### src/rtl/serial_word_loader_if.sv
// Handshake and data bundle between the serial word loader and its neighbours.
// The master side drives frame/serial/ack inputs; the slave side is the loader itself.
interface serial_word_loader_if #(
    parameter int WIDTH = 4
);
    logic             start;
    logic             sen;
    logic             sin;
    logic             ack;
    logic [WIDTH-1:0] d_out;
    logic             load;
    logic             busy;
    logic             overrun;
    logic             parity_err;

    modport master (
        output start, sen, sin, ack,
        input  d_out, load, busy, overrun, parity_err
    );

    modport slave (
        input  start, sen, sin, ack,
        output d_out, load, busy, overrun, parity_err
    );
endinterface

### src/rtl/serial_word_loader.sv
// Assembles a serial bit stream into WIDTH-bit words and offers them with a load/ack handshake.
// Optional macro PARITY_CHECK_EN adds a trailing even-parity bit and drives parity_err.
//
//   state  | meaning
//   IDLE   | waiting for start; sen/sin ignored
//   SHIFT  | sampling data bits on sen cycles
//   PARITY | sampling the parity bit (PARITY_CHECK_EN only)
module serial_word_loader #(
    parameter int WIDTH     = 4,
    parameter bit MSB_FIRST = 1'b1
) (
    input  logic                  clk,
    input  logic                  clr,
    serial_word_loader_if.slave   bus
);
    localparam int CW = $clog2(WIDTH);

    typedef enum logic [1:0] {IDLE, SHIFT, PARITY} state_t;

    state_t           state_q, state_d;
    logic [CW-1:0]    cnt_q, cnt_d;
    logic [WIDTH-1:0] sreg_q, sreg_d;
    logic [WIDTH-1:0] d_out_q, d_out_d;
    logic             load_q, load_d;
    logic             overrun_q, overrun_d;
    logic [WIDTH-1:0] shifted;
    logic [WIDTH-1:0] word;
    logic             complete;
`ifdef PARITY_CHECK_EN
    logic             parity_err_q, parity_err_d;
    logic             pbit;
`endif

    // The first sampled bit walks towards the MSB or the LSB depending on bit order.
    assign shifted = MSB_FIRST ? {sreg_q[WIDTH-2:0], bus.sin}
                               : {bus.sin, sreg_q[WIDTH-1:1]};

    always_ff @(posedge clk or posedge clr) begin
        if (clr) begin
            state_q      <= IDLE;
            cnt_q        <= '0;
            sreg_q       <= '0;
            d_out_q      <= '0;
            load_q       <= 1'b0;
            overrun_q    <= 1'b0;
`ifdef PARITY_CHECK_EN
            parity_err_q <= 1'b0;
`endif
        end else begin
            state_q      <= state_d;
            cnt_q        <= cnt_d;
            sreg_q       <= sreg_d;
            d_out_q      <= d_out_d;
            load_q       <= load_d;
            overrun_q    <= overrun_d;
`ifdef PARITY_CHECK_EN
            parity_err_q <= parity_err_d;
`endif
        end
    end

    always_comb begin
        state_d      = state_q;
        cnt_d        = cnt_q;
        sreg_d       = sreg_q;
        d_out_d      = d_out_q;
        load_d       = load_q;
        overrun_d    = overrun_q;
        word         = sreg_q;
        complete     = 1'b0;
`ifdef PARITY_CHECK_EN
        parity_err_d = parity_err_q;
        pbit         = 1'b0;
`endif

        case (state_q)
            IDLE: begin
                if (bus.start) begin
                    state_d = SHIFT;
                    cnt_d   = '0;
                    sreg_d  = '0;
                end
            end
            SHIFT: begin
                // Restart takes priority over a coincident serial bit.
                if (bus.start) begin
                    cnt_d  = '0;
                    sreg_d = '0;
                end else if (bus.sen) begin
                    sreg_d = shifted;
                    if (cnt_q == CW'(WIDTH - 1)) begin
                        cnt_d = '0;
`ifdef PARITY_CHECK_EN
                        state_d = PARITY;
`else
                        state_d  = IDLE;
                        complete = 1'b1;
                        word     = shifted;
`endif
                    end else begin
                        cnt_d = cnt_q + 1'b1;
                    end
                end
            end
`ifdef PARITY_CHECK_EN
            PARITY: begin
                if (bus.start) begin
                    state_d = SHIFT;
                    cnt_d   = '0;
                    sreg_d  = '0;
                end else if (bus.sen) begin
                    state_d  = IDLE;
                    complete = 1'b1;
                    word     = sreg_q;
                    pbit     = bus.sin;
                end
            end
`endif
            default: state_d = IDLE;
        endcase

        if (load_q && bus.ack) begin
            load_d = 1'b0;
        end

        // An ack on the completion edge frees the buffer in time for the new word.
        if (complete) begin
            if (!load_q || bus.ack) begin
                d_out_d = word;
                load_d  = 1'b1;
`ifdef PARITY_CHECK_EN
                parity_err_d = (^word) ^ pbit;
`endif
            end else begin
                overrun_d = 1'b1;
            end
        end
    end

    assign bus.d_out   = d_out_q;
    assign bus.load    = load_q;
    assign bus.busy    = (state_q != IDLE);
    assign bus.overrun = overrun_q;
`ifdef PARITY_CHECK_EN
    assign bus.parity_err = parity_err_q;
`else
    assign bus.parity_err = 1'b0;
`endif
endmodule

### src/flat_wrapper.sv
// flat-port wrapper written by rule: the top's interface ports become plain ports
module serial_word_loader_flat 
#(
    parameter int WIDTH     = 4,
    parameter bit MSB_FIRST = 1'b1
)
  (clk, clr, bus_start, bus_sen, bus_sin, bus_ack, bus_d_out, bus_load, bus_busy, bus_overrun, bus_parity_err);
  serial_word_loader_if #(.WIDTH(WIDTH)) bus_i ();
  input  logic clk;
  input  logic clr;
  input wire logic [$bits(bus_i.start)-1:0] bus_start;
  input wire logic [$bits(bus_i.sen)-1:0] bus_sen;
  input wire logic [$bits(bus_i.sin)-1:0] bus_sin;
  input wire logic [$bits(bus_i.ack)-1:0] bus_ack;
  output wire logic [$bits(bus_i.d_out)-1:0] bus_d_out;
  output wire logic [$bits(bus_i.load)-1:0] bus_load;
  output wire logic [$bits(bus_i.busy)-1:0] bus_busy;
  output wire logic [$bits(bus_i.overrun)-1:0] bus_overrun;
  output wire logic [$bits(bus_i.parity_err)-1:0] bus_parity_err;
  assign bus_i.start = bus_start;
  assign bus_i.sen = bus_sen;
  assign bus_i.sin = bus_sin;
  assign bus_i.ack = bus_ack;
  assign bus_d_out = bus_i.d_out;
  assign bus_load = bus_i.load;
  assign bus_busy = bus_i.busy;
  assign bus_overrun = bus_i.overrun;
  assign bus_parity_err = bus_i.parity_err;
  serial_word_loader #(.WIDTH(WIDTH), .MSB_FIRST(MSB_FIRST)) u_core (.clk(clk), .clr(clr), .bus(bus_i));
endmodule
### config.mk
export PLATFORM = sky130hd
export DESIGN_NAME = serial_word_loader_flat
export DESIGN_NICKNAME = d
export VERILOG_FILES = /design/src/rtl/serial_word_loader_if.sv /design/src/rtl/serial_word_loader.sv /design/src/flat_wrapper.sv
export SDC_FILE = /design/constraint.sdc
export NUM_CORES = 1
export LEC_CHECK = 0
export ABC_AREA = 1
export BUFFER_PORTS_ARGS = -buffer_cell sky130_fd_sc_hd__buf_2
export CORE_MARGIN = 3
export CORE_UTILIZATION = 39
export CTS_BUF_LIST = sky130_fd_sc_hd__clkbuf_4 sky130_fd_sc_hd__clkbuf_8
export CTS_CLUSTER_DIAMETER = 40
export DETAILED_ROUTE_END_ITERATION = 8
export PLACE_DENSITY = 0.58
export SKIP_LAST_GASP = 1
export SLEW_MARGIN = 0
export SYNTH_ARGS = -nofsm -noshare
export SYNTH_HDL_FRONTEND = slang
export SYNTH_SLANG_ARGS = --single-unit
### constraint.sdc
create_clock -name clk -period 1.25 [get_ports clk]
set_clock_uncertainty 0.1 [all_clocks]
set_input_delay 0.125 -clock clk [delete_from_list [all_inputs] [get_ports clk]]
set_output_delay 0.125 -clock clk [all_outputs]
set_load 0.005 [all_outputs]
* Yosys cells after proc, flatten, opt, wreduce, memory -nomap -nowiden
Cells that the tools add are included.
** Storage, ports and cells
- Bits of input ports :: 6
- Output and inout port bits :: 8
- Bits in registers :: 14
** Cells by class
- Reduce and logical (&&, ||, !) cells :: 10
- Equal/unequal tests :: 7
- Multiplexer cells :: 25
- Add/sub/neg operators :: 1
- Bitwise gates (word level) :: 1
** Operators by type and width (count)
- $mux W4 :: 7
- $mux W2 :: 8
- $pmux W2 S2 :: 2
- $pmux W4 S2 :: 1
- $mux W1 :: 7
- $ne A2 B2 Y1 const B :: 3
- $reduce_and A2 Y1 :: 2
- $reduce_and A4 Y1 :: 1
- $reduce_bool A2 Y1 :: 2
- $ne A3 B3 Y1 const B :: 1
- $reduce_and A3 Y1 :: 1
- $add A2 B1 Y2 const B :: 1
- $eq A2 B1 Y1 const B :: 1
- $eq A2 B2 Y1 const B :: 1
- $logic_not A2 Y1 :: 1
- $ne A2 B1 Y1 const B :: 1
- $logic_and A1 B1 Y1 :: 1
- $logic_not A1 Y1 :: 1
- $logic_or A1 B1 Y1 :: 1
- $not A1 Y1 :: 1

* Longest topological paths before layout
Gate-level depths: netlist of run 1.
- Word-level depth :: 6
- Depth in mapped cells :: 7
- Depth with buffers taken out :: 7

* Worst setup path after synthesis of run 1
OpenSTA, ideal clock, no wires.
- Path type :: register to register
- From :: register u_core.cnt_q[0]
- To :: register u_core.d_out_q[1], in the netlist u_core.bus.d_out[1]
- Data required time :: 1.033 ns
- Library setup time :: 0.117 ns
- Cell stages (with the launch flop) :: 8
- Clock period less this slack :: 1.144 ns
- Slack :: 0.106 ns
- Data arrival time :: 0.926 ns
- Buffers on the path :: 0
- Cell sequence :: dfrtp_1 ha_1 nand2_1 inv_2 nand2_1 nand2_1 nand3_1 nand2_1
** On the way
- Longest elaborated chain between the ends :: 6
- Elaborated cells on any way between the ends :: 10
** Ends and longest elaborated chain
- start, declared :: RTL line serial_word_loader.sv:21 : logic [CW-1:0] cnt_q, cnt_d;
- start signal, assigned :: RTL line serial_word_loader.sv:51 : cnt_q <= cnt_d;
- $eq A2 B2 Y1 * :: RTL line serial_word_loader.sv:91 : if (cnt_q == CW'(WIDTH - 1)) begin
- $mux W1 :: RTL line serial_word_loader.sv:91
- $mux W1 :: RTL line serial_word_loader.sv:89 : end else if (bus.sen) begin
- $mux W1 :: RTL line serial_word_loader.sv:86 : if (bus.start) begin
- $mux W1 :: RTL line serial_word_loader.sv:76 : case (state_q)
- $reduce_and A2 Y1 (no source line)
- end signal, assigned :: RTL line serial_word_loader.sv:53 : d_out_q <= d_out_d;
- end, declared :: RTL line serial_word_loader.sv:23 : logic [WIDTH-1:0] d_out_q, d_out_d;
Every way passes the cells marked *; elsewhere a longest branch is shown, timed or not.
A chain may end at the register's enable or synchronous reset.

* Worst setup path in the final report of run 1
Ends and elaborated chain as after synthesis.

==> results of run 1 <==
[cells in the final DEF (no fill, tap or decap), types with 2 or more instances in the layout]
cell type,count
buf_2,12
inv_1,8
nand2_1,19
dfrtp_1,13
nor2_4,2
inv_2,4
clkbuf_4,4
dlygate4sd3_1,2
o21ai_0,5
nand3_1,10
[registers in the layout, summed over array words and instances, names as in the netlist]
| register | count |
|---|---|
| u_core.bus.overrun | 1 |
| u_core.bus.load | 1 |
| u_core.bus.d_out | 4 |
| u_core.state_q | 1 |
| u_core.sreg_q | 4 |
| u_core.cnt_q | 2 |
[Yosys cell counts]
cell	count
o211a_1	1
inv_1	8
inv_2	4
nor2_8	1
nand3_1	11
buf_4	1
o21bai_1	1
nand2_4	1
o21ai_1	1
nand2_1	19
o21ai_0	5
dfrtp_1	13
conb_1	1
nor2_4	2
ha_1	2
[worst max-delay path: stages, from the launching register on]
cell and delay [ns]:
dfrtp_1 0.41, ha_1 0.21, nand2_1 0.07, inv_2 0.06, nand2_4 0.08, nor2_4 0.04, nand3_1 0.07, nand2_1 0.05
[per-layer routing]
layer | GRT usage (%) | wire length (um)
met2 | 23.6 | 578
met1 | 15.4 | 521
met4 | 1.70 | 7
met3 | 5.86 | 69
met5 | 0 | 0
[through the flow]
| step | setup slack, ns | cell area (um^2) | std cells | TNS, ns | util [%] |
|---|---|---|---|---|---|
| finish | 0.0545 | 763 | 103 | 0 | 53.9 |
| global route | -0.00187 | 763 | 103 | -0.00187 | 53.9 |
| CTS | 0.0328 | 756 | 103 | 0 | 53.4 |
| detailed placement | 0.0440 | 706 | 97 | 0 | 49.9 |
| global placement | 0.0632 | 706 | 97 | 0 | 49.9 |
| floorplan | 0.106 | 634 | 71 | 0 | - |
[cell families (layout without fill, tap and decap cells)]
family                     after synthesis  in the layout
other                                    1              1
buffers and inverters                   13             30
DFF                                     13             13
and+or+nand+nor                         34             34
AOI/OAI and AO/OA                        8              8
adders and majority gates                2              2
[final timing paths]
check | start | endpoint | cells after the start | slack (ns)
min in group asynchronous | clr | u_core.bus.d_out[2]$_DFFE_PP0P_ | 3 | 0.31
worst min-delay path | bus_sen | u_core.cnt_q[1]$_DFFE_PP0P_ | 3 | 0.03
worst max-delay path | u_core.cnt_q[0]$_DFFE_PP0P_ | u_core.bus.d_out[1]$_DFFE_PP0P_ | 7 | 0.05
max in group asynchronous | clr | u_core.sreg_q[3]$_DFFE_PP0P_ | 3 | 0.41
worst min register to register | u_core.bus.d_out[0]$_DFFE_PP0P_ | u_core.bus.d_out[0]$_DFFE_PP0P_ | 2 | 0.37
worst max register to register | u_core.cnt_q[0]$_DFFE_PP0P_ | u_core.bus.d_out[1]$_DFFE_PP0P_ | 7 | 0.05
[power breakdown]
part / internal (W) / switching (W) / total (W)
registers: 0.000439 / 0.0000120 / 0.000451
clock network: 0.000145 / 0.000135 / 0.000280
logic: 0.0000362 / 0.0000520 / 0.0000883
total: 0.000621 / 0.000199 / 0.000820
[final cells by class]
class / count / area, um^2 / share of cell area (%)
inverters: 12 / 45.0 / 5.90
clock buffers: 4 / 30.0 / 3.93
well taps: 15 / 18.8 / 2.46
multi-input cells: 45 / 264 / 34.6
repair buffers: 14 / 80.1 / 10.5
flip-flops and latches: 13 / 325 / 42.6
[what timing repair did]
action / in CTS / in global routing
setup endpoints to repair: 0 / 4
hold buffers: 2 / 0
gates resized for setup: 0 / 2
endpoints found under the hold margin: 14 / 0
==> impl_metrics.yaml, run 1 <==
outcome:
  outcome: "completed"
worst_hold_path:
  hold_class: "in -> reg"
detailed_routing:
  drt-total-wl_mm: 1.18
  firstDrtPassIters: 4
  num_vias: 482
  via_per_inst: 4.68
  wire_per_inst_um: 11.4
  drc_errors: 0
  dr.first_iter.drc_count: 10
  antenna_left: 0
clocking:
  tritoncts: "done"
  cts_root_buf: "clkbuf_4"
  cts_buffers: 3
  cts.sinks: 13
  cts_buffer_depth: 2
  cts.clk_slew.worst_paths_ns: 0.08
  clk_latency_ns: 0.27
  postCtsSetupBuffers: 0
  cts_max_level: 1
sta:
  post-route-period-util_pct: 95.6
  rsz0062_at_grt: "yes"
  hold_violations: 0
  hold_ws_ns: 0.0341
  period_minus_slack_ns: 1.20
  setup_viol: 0
  fmax_mhz: 836
  slew_violations: 0
grt:
  overflow: 0
  track_usage_pct: 13.5
  grt_pass1_vias: 476
  grt_max_degree: 14
  grt_pass1_wl_mm: 2.01
  antenna_found_initial: 0
logic_synthesis:
  synth-xor-area-share_pct: 0
  synth.top_cell.area_share_pct: 51.3
  avgSynthCellArea_um2: 8.93
  muxShareOfSynthArea_pct: 0
  synth_compound_area_share_pct: 7.50
  postSynthCellCount: 71
  synth_top_family_by_area: "simple AND/OR/NAND/NOR gates"
  synth_adder_area_share_pct: 3.94
  yosysTopAreaCell: "dfrtp_1"
  syn_area_um2: 634
  synth_seq_area_share_pct: 51.3
  ys_seq_elements: 13
  yosysWarningCount: 0
  yosys.area_share.simple_pct: 28.4
  ys_types: 15
  synth.area.top_cells: "dfrtp_1 51%, nand2_1 11%, nand3_1 8.7%, inv_1 4.7%, ha_1 3.9%"
  synth_fp_nets: 79
layout:
  drive_above_1_share_pct: 29.5
  area_growth_pct: 20.3
  nets: 97
  num-fill-cells: 139
  diodes: 0
power:
  ir_drop_mv: 0.816
  power_density_nw_per_um2: 1070
  p_total_w: 0.000820
  p_leak_nw: 0.433
critical_path:
  critPathRequiredTime_ns: 1.32
  critical_path_class: "reg -> reg"
  setup.worst_path.end_class: "flip-flop"
  start_kind: "flip-flop"
  critPathMaxFanout: 4
  arrival_ns: 1.27
place:
  portBuffers: 12
  finalWeightedCongestion: 0.784
  dp_hpwl_um: 899
floorplanning:
  fp-row-count: 13
  initial_utilization_pct: 44.8
  io_pins: 14
  fp.dieW_um: 46.3
  die-area_um2: 2150
  core_area_um2: 1420
  die_h_um: 46.3
job:
  cap_violations: 0
(Power assumes the default switching activity.)
==> run 2: changes to the inputs <==
--- a/config.mk
+++ b/config.mk
@@ -9,7 +9,6 @@
 export BUFFER_PORTS_ARGS = -buffer_cell sky130_fd_sc_hd__buf_2
 export CORE_MARGIN = 3
 export CORE_UTILIZATION = 39
-export CTS_BUF_LIST = sky130_fd_sc_hd__clkbuf_4 sky130_fd_sc_hd__clkbuf_8
 export CTS_CLUSTER_DIAMETER = 40
 export DETAILED_ROUTE_END_ITERATION = 8
 export PLACE_DENSITY = 0.58
==> run 2 against run 1 <==
Compared with the run above: critical path depth stayed put; global-route usage unchanged; register-to-register slack about the same; die area did not move; worst setup slack is essentially flat.
==> impl_metrics.yaml, run 2 (synthesized netlist as in run 1, its figures left out) <==
detailed_routing:
  dr.first_iter.drc_count: 10
  num_vias: 488
  via_per_inst: 4.74
  firstDrtPassIters: 4
  wire_per_inst_um: 11.4
  drc_errors: 0
  antenna_left: 0
  drt-total-wl_mm: 1.18
clocking:
  postCtsSetupBuffers: 0
  cts_buffers: 3
  cts_max_level: 1
  cts.sinks: 13
  cts.clk_slew.worst_paths_ns: 0.08
  tritoncts: "done"
  clk_latency_ns: 0.27
  cts_root_buf: "clkbuf_4"
  cts_buffer_depth: 2
layout:
  nets: 97
  final_common_cell: "nand2_1"
  num-fill-cells: 139
  diodes: 0
  drive_above_1_share_pct: 28.4
  mostFrequentLayoutCells: "19 x nand2_1, 13 x dfrtp_1, 12 x buf_2"
  fin_util_pct: 53.7
  area_growth_pct: 19.7
floorplanning:
  core_area_um2: 1420
  die-area_um2: 2150
  initial_utilization_pct: 44.8
  fp.dieW_um: 46.3
  die_h_um: 46.3
  io_pins: 14
  fp-row-count: 13
grt:
  grt_pass1_vias: 476
  overflow: 0
  track_usage_pct: 13.5
  antenna_found_initial: 0
  grt_pass1_wl_mm: 2.01
  grt_max_degree: 14
critical_path:
  critPathMaxFanout: 4
  critPathRequiredTime_ns: 1.32
  worst_path_most_repeated_cell: "nand2_1"
  start_kind: "flip-flop"
  setup.worst_path.end_class: "flip-flop"
  cp_slowest_cell: "dfrtp_1"
  arrival_ns: 1.27
  critPathMaxStageDelay_ns: 0.41
  crit_chain: "ha_1 -> nand2_1 -> inv_2 -> nand2_4 -> nor2_4 -> nand3_1 -> nand2_1"
  critical_path_class: "reg -> reg"
power:
  power_density_nw_per_um2: 1050
  p_leak_nw: 0.429
  ir_drop_mv: 0.816
sta:
  post-route-period-util_pct: 95.6
  setup_viol: 0
  hold_violations: 0
  rsz0062_at_grt: "yes"
  finalWorstSetupSlack_ns: 0.0545
  period_minus_slack_ns: 1.20
  slew_violations: 0
  fmax_mhz: 836
outcome:
  outcome: "completed"
worst_hold_path:
  hold_class: "in -> reg"
place:
  dp_slack_ns: 0.0440
  finalWeightedCongestion: 0.784
  dp_hpwl_um: 899
  portBuffers: 12
job:
  cap_violations: 0
-- run 2: cell counts in the layout (fill, tap and decap cells not counted) --
Identical to the previous run, type by type.
-- run 2: cell type report --
class | instances | area, um^2 | area share [%]
Tap cell | 15 | 18.8 | 2.47
Clock buffer | 4 | 26.3 | 3.46
Inverter | 12 | 45.0 | 5.93
Timing Repair Buffer | 14 | 80.1 | 10.5
Sequential cell | 13 | 325 | 42.8
Multi-Input combinational cell | 45 | 264 | 34.8
-- run 2: critical path, delay by kind of cell (launching register included) --
family	cells	cell delay (ns)
fa+ha+maj	1	0.21
flops	1	0.41
simple gates	5	0.31
buf+inv	1	0.06
-- run 2: power breakdown --
group	switching (W)	leakage, nW	internal [W]
sequential	0.0000121	0.173	0.000439
combinational	0.0000520	0.241	0.0000362
clock	0.000135	0.0150	0.000124
-- run 2: worst paths after layout --
path / cells past startpoint / startpoint / to / slack (ns)
max in group asynchronous: 3 / clr / u_core.sreg_q[3]$_DFFE_PP0P_ / 0.41
worst max register to register: 7 / u_core.cnt_q[0]$_DFFE_PP0P_ / u_core.bus.d_out[1]$_DFFE_PP0P_ / 0.05
worst max-delay path: 7 / u_core.cnt_q[0]$_DFFE_PP0P_ / u_core.bus.d_out[1]$_DFFE_PP0P_ / 0.05
worst min register to register: 2 / u_core.bus.d_out[0]$_DFFE_PP0P_ / u_core.bus.d_out[0]$_DFFE_PP0P_ / 0.37
min in group asynchronous: 3 / clr / u_core.bus.d_out[2]$_DFFE_PP0P_ / 0.31
worst min-delay path: 3 / bus_sen / u_core.cnt_q[1]$_DFFE_PP0P_ / 0.03
-- run 2: layer usage --
metal | vias to the layer above | GRT usage (%) | part of all wire [%]
li1 | 257 | - | -
met4 | 0 | 1.70 | 0.59
met2 | 14 | 23.6 | 49
met3 | 2 | 5.86 | 6.0
met5 | - | 0 | 0
met1 | 215 | 15.4 | 44
-- run 2: repair_timing --
| item | 4_1_cts | 5_1_grt |
|---|---|---|
| setup endpoints to repair | 0 | 4 |
| gates resized for setup | 0 | 2 |
| endpoints found under the hold margin | 14 | 0 |
| hold buffers | 2 | 0 |
-- run 2: metrics by stage --
stage	instances	cell area (um^2)	hold slack (ns)	setup TNS (ns)	total power [W]
global route	103	759	0.0505	-0.00148	0.000841
finish	103	759	0.0341	0	0.000798
detailed placement	97	706	0.0744	0	0.000544
global placement	97	706	0.0734	0	0.000542
CTS	103	752	0.0364	0	0.000806
floorplan	71	634	-0.0980	0	0.000511
